[config.mk]
export PLATFORM = sky130hd
export DESIGN_NAME = mem_dma
export DESIGN_NICKNAME = d
export VERILOG_FILES = /design/src/rtl/mem_dma_pkg.sv /design/src/rtl/mem_dma.sv
export SDC_FILE = /design/constraint.sdc
export NUM_CORES = 1
export LEC_CHECK = 0
export CORE_AREA = 2 2 130 132
export CTS_CLUSTER_DIAMETER = 150
export DETAILED_ROUTE_END_ITERATION = 8
export DIE_AREA = 0 0 132 134
export DONT_BUFFER_PORTS = 1
export PLACE_DENSITY = 0.76
export SLEW_MARGIN = 20
export SYNTH_ARGS = -nofsm -noshare
export SYNTH_HDL_FRONTEND = slang
export SYNTH_SLANG_ARGS = --single-unit
[constraint.sdc]
create_clock -name clk -period 5.4 [get_ports clk]
set_input_delay 1.35 -clock clk [delete_from_list [all_inputs] [get_ports clk]]
set_output_delay 1.35 -clock clk [all_outputs]
set_load 0.05 [all_outputs]
[src/rtl/mem_dma_pkg.sv]
// Shared definitions for the mem_dma copy/fill engine and its CPU-side wrapper.
package mem_dma_pkg;

  typedef enum logic [1:0] {
    IDLE = 2'd0,
    RD   = 2'd1,
    WR   = 2'd2,
    FIN  = 2'd3
  } dma_state_t;

  localparam logic MODE_COPY = 1'b0;
  localparam logic MODE_FILL = 1'b1;

  localparam logic [3:0] WSTRB_WORD = 4'hF;
  localparam logic [3:0] WSTRB_NONE = 4'h0;

  // Byte offsets of the control registers exposed by the CPU wrapper.
  localparam logic [7:0] REG_CTRL   = 8'h00;
  localparam logic [7:0] REG_SRC    = 8'h04;
  localparam logic [7:0] REG_DST    = 8'h08;
  localparam logic [7:0] REG_LEN    = 8'h0C;
  localparam logic [7:0] REG_FILL   = 8'h10;
  localparam logic [7:0] REG_STATUS = 8'h14;

  function automatic logic [31:0] word_align(input logic [31:0] addr);
    return {addr[31:2], 2'b00};
  endfunction

endpackage

[src/rtl/mem_dma.sv]
// Word-granular memory copy/fill engine; initiator on the picorv32 native bus.
module mem_dma
  import mem_dma_pkg::*;
#(
  parameter int unsigned LEN_W = 16
) (
  input  logic             clk,
  input  logic             reset,
  input  logic             start,
  input  logic             mode,
  input  logic [31:0]      src_addr,
  input  logic [31:0]      dst_addr,
  input  logic [LEN_W-1:0] word_count,
  input  logic [31:0]      fill_value,
  output logic             busy,
  output logic             done,
  output logic             mem_valid,
  output logic             mem_instr,
  output logic [31:0]      mem_addr,
  output logic [31:0]      mem_wdata,
  output logic [3:0]       mem_wstrb,
  input  logic             mem_ready,
  input  logic [31:0]      mem_rdata
);

  dma_state_t       state_q;
  logic [31:0]      src_q;
  logic [31:0]      dst_q;
  logic [LEN_W-1:0] cnt_q;
  logic             mode_q;

  logic [31:0] src_nxt;
  logic [31:0] dst_nxt;
  logic        last_word;

  assign src_nxt   = src_q + 32'd4;
  assign dst_nxt   = dst_q + 32'd4;
  assign last_word = (cnt_q == LEN_W'(1));
  assign mem_instr = 1'b0;

  // mem_wdata doubles as the data register: it holds the word read in RD, or the
  // fill pattern for the whole job in fill mode.
  always_ff @(posedge clk) begin
    if (reset) begin
      state_q   <= IDLE;
      src_q     <= '0;
      dst_q     <= '0;
      cnt_q     <= '0;
      mode_q    <= MODE_COPY;
      busy      <= 1'b0;
      done      <= 1'b0;
      mem_valid <= 1'b0;
      mem_addr  <= '0;
      mem_wdata <= '0;
      mem_wstrb <= WSTRB_NONE;
    end else begin
      done <= 1'b0;
      unique case (state_q)
        IDLE: begin
          if (start) begin
            busy   <= 1'b1;
            src_q  <= word_align(src_addr);
            dst_q  <= word_align(dst_addr);
            cnt_q  <= word_count;
            mode_q <= mode;
            if (word_count == '0) begin
              state_q <= FIN;
            end else if (mode == MODE_FILL) begin
              state_q   <= WR;
              mem_valid <= 1'b1;
              mem_addr  <= word_align(dst_addr);
              mem_wdata <= fill_value;
              mem_wstrb <= WSTRB_WORD;
            end else begin
              state_q   <= RD;
              mem_valid <= 1'b1;
              mem_addr  <= word_align(src_addr);
              mem_wstrb <= WSTRB_NONE;
            end
          end
        end
        RD: begin
          if (mem_ready) begin
            src_q     <= src_nxt;
            mem_wdata <= mem_rdata;
            mem_addr  <= dst_q;
            mem_wstrb <= WSTRB_WORD;
            state_q   <= WR;
          end
        end
        WR: begin
          if (mem_ready) begin
            dst_q <= dst_nxt;
            cnt_q <= cnt_q - LEN_W'(1);
            if (last_word) begin
              state_q   <= FIN;
              mem_valid <= 1'b0;
              mem_wstrb <= WSTRB_NONE;
            end else if (mode_q == MODE_FILL) begin
              mem_addr <= dst_nxt;
            end else begin
              // src_q was already advanced when the read completed.
              state_q   <= RD;
              mem_addr  <= src_q;
              mem_wstrb <= WSTRB_NONE;
            end
          end
        end
        FIN: begin
          done    <= 1'b1;
          busy    <= 1'b0;
          state_q <= IDLE;
        end
        default: state_q <= IDLE;
      endcase
    end
  end

endmodule

==> impl_metrics.ini <==
[critical_path]
slowest_delay_ns = 0.71
worstRegToRegCells = 7
crit_path_max_fanout = 61
crit_family = buffers and inverters
critPathCaptureType = flip-flop
cp_cell_sequence = inv_1 -> ha_4 -> buf_4 -> inv_1 -> or3_1 -> mux2_2 -> a31oi_1
crit_path_frequent_cell = inv_1
crit_type = flip-flop to flip-flop
cp_slowest_cell = buf_4
arrival_ns = 3.86
worstPathRequired_ns = 5.75
start_kind = flip-flop
cp.depth = 7
cp_num_buf_inv = 3

[sta]
finClkSkew_ns = 0.0108
setup_ws_ns = 1.88
slew_violations = 0
hold_viol = 0
max_freq_ghz = 0.284
slew_headroom_pct = 27.6
worstMarginPinSlew_ns = 1.09
timing.final.crit_share_pct = 65.1
setup_viol = 0
fin_setup_tns_ns = 0
fin_crit_ns = 3.52
rsz0062_at_grt = no

[yosys]
synth_xor_area_share_pct = 1.10
synth_edf_count = 0
avgSynthCellArea_sq_um = 7.63
ys_warn_count = 0
synth_area_leaders = dfxtp_1 (31%), mux2i_1 (7.0%), a21oi_1 (6.0%)
yosys-top-cells-count = dfxtp_1 (146), nor2_1 (116), a21oi_1 (115)
synth_top_area_cell = dfxtp_1
synth.mux.area_fraction_pct = 7.38
synth_top_family_by_area = compound AO/OA/AOI/OAI gates
synth.ff_latch_count = 146
synth_most_common_cell = dfxtp_1
syn_nets = 1407
syn_area_sq_um = 9540
synth-compound-area-share_pct = 30.6
synthFlopType = dfxtp_1
synth_cell_type_count = 68
async_flop_share_pct = 0
synthAdderAreaFrac_pct = 1.05
postSynthCellCount = 1250
synthSimpleGateAreaFrac_pct = 22.8
synth.top_cell.area_share_pct = 30.6
seq_area_frac_synth_pct = 30.6

[floorplanning]
initial_core_util_pct = 58.6
die_width_um = 132
die_area_sq_um = 17700
std_cell_rows = 47
core-area_sq_um = 16300
io_pins = 221
die_y_um = 134

[global_route]
antenna_found_initial = 0
grt.total_usage_pct = 32.5
grt_max_degree = 142
overflow = 0
grt_pass1_wl_um = 46500
grt_pass1_vias = 8515

[hold_path]
hold_depth = 2
min_path_type = flip-flop to flip-flop

[cts]
clockBufferDepth = 2
cts_setup_buffers = 0
cts_resized = 0
cts_root_buf = clkbuf_16
cts-hold-fix-buffers = 0
worstSkewPairLatency_ns = 0.43
cts_buffers = 17
htreeDepth = 4
cts_tree = done
path_clk_slew_ns = 0.07
clock_sinks = 146

[placed_design]
dpl.hpwl_um = 19900
port_buffers = 0
pre_cts_slack_ns = 1.56
postPlaceCellArea_sq_um = 9420
globalplace.congestion = 0.877

[layout]
seq_area_sq_um = 2930
antenna_cells = 0
num-fill-cells = 1441
finalNetCount = 1307
syn_to_final_growth_pct = 4.59
multi_input_area_sq_um = 6050
design_area_sq_um = 9980
final_layout_size_suffix_gt1_share_pct = 6.36

[drt]
vias_per_cell = 6.94
num_vias = 9593
drt-pass1-iter-count = 6
drcViolationCount = 0
wl_um = 29700
ant_nets = 0
drt_iter0_drc = 1054
wire_per_inst_um = 21.5

[pwr]
vdd.ir_drop.worst_v = 0.000360
p_total_mw = 6.48
p_leak_nw = 3.26
powerDensity_nw_per_um2 = 649

[run]
cap_violations = 0

[run_status]
outcome = completed
cell families (layout without fill, tap and decap cells):
| kind of cell | Yosys count | after routing |
|---|---|---|
| buf+inv | 154 | 67 |
| other cells | 1 | 1 |
| xor+xnor | 12 | 12 |
| compound gates | 441 | 441 |
| flops | 146 | 146 |
| simple gates | 418 | 418 |
| fa+ha+maj | 8 | 8 |
| mux | 70 | 70 |
through the flow:
stage / hold WS, ns / instances / util (%)
after floorplan: 0.463 / 1250 / -
after global placement: 0.473 / 1351 / 57.9
after detailed placement: 0.482 / 1351 / 57.9
after CTS: 0.491 / 1383 / 61.2
after global routing: 0.536 / 1383 / 61.3
final: 0.499 / 1383 / 61.3
final cells by class:
class	instances	share of cell area (%)
sequential	146	29.3
timing repair buffer	14	1.05
clock buffer	18	4.30
multi-input combinational	950	60.6
inverter	21	0.790
clock inverter	14	1.20
tap	220	2.76
layout by cell type, fill, tap and decap left out, types with 6 or more instances in the layout:
| master | count |
|---|---|
| o32ai_1 | 6 |
| mux2i_1 | 67 |
| nor3_1 | 33 |
| nand4_1 | 19 |
| clkbuf_16 | 17 |
| nor2_1 | 116 |
| nand2_1 | 67 |
| and4_1 | 11 |
| nor2b_1 | 36 |
| a22oi_1 | 6 |
| and3_1 | 15 |
| o211ai_1 | 6 |
| o21ai_0 | 91 |
| a211o_1 | 7 |
| xor2_1 | 6 |
| xnor2_1 | 6 |
| nand3_1 | 32 |
| nand2b_1 | 14 |
| nor4_1 | 27 |
| and2_1 | 7 |
| a311oi_1 | 26 |
| dfxtp_1 | 144 |
| a311o_1 | 7 |
| a21o_1 | 11 |
| a21oi_1 | 115 |
| or3_1 | 9 |
| a211oi_1 | 56 |
| o31ai_1 | 12 |
| inv_1 | 21 |
| o31a_1 | 7 |
| o21a_1 | 6 |
| a31oi_1 | 34 |
| o22ai_1 | 10 |
| buf_4 | 14 |
| or4_1 | 11 |
worst min-delay path, cell delays in order, from the launching register on:
cell	delay (ns)
dfxtp_1	0.34
nand2_1	0.06
a21oi_1	0.06
worst paths after layout:
path	start	to	slack, ns
setup / recovery	state_q[1]	src_q[16]	1.88
hold / removal	cnt_q[11]	cnt_q[11]	0.50
setup reg to reg	state_q[1]	src_q[16]	1.88
hold reg to reg	cnt_q[11]	cnt_q[11]	0.50
power by group:
part,internal [mW],switching [mW],total (mW)
clock network,0.602,0.527,1.13
logic,0.958,1.62,2.58
registers,1.51,1.26,2.77
total,3.07,3.41,6.48
flip-flops by register name, indices dropped and copies added, names as in the netlist:
signal     flops
cnt_q         16
mem_valid      1
mem_addr      31
mode_q         1
state_q        2
src_q         30
dst_q         30
done           1
mem_wdata     32
busy           1
mem_wstrb      1
layer usage:
layer / share of wire, % / track usage [%] / up-vias
met5: 0 / 0 / -
met4: 3.0 / 11.0 / 0
met3: 12 / 9.30 / 68
met2: 44 / 50.8 / 590
met1: 40 / 43.2 / 4432
li1: - / - / 4503
Note: power is estimated with default switching activity, not from simulation.
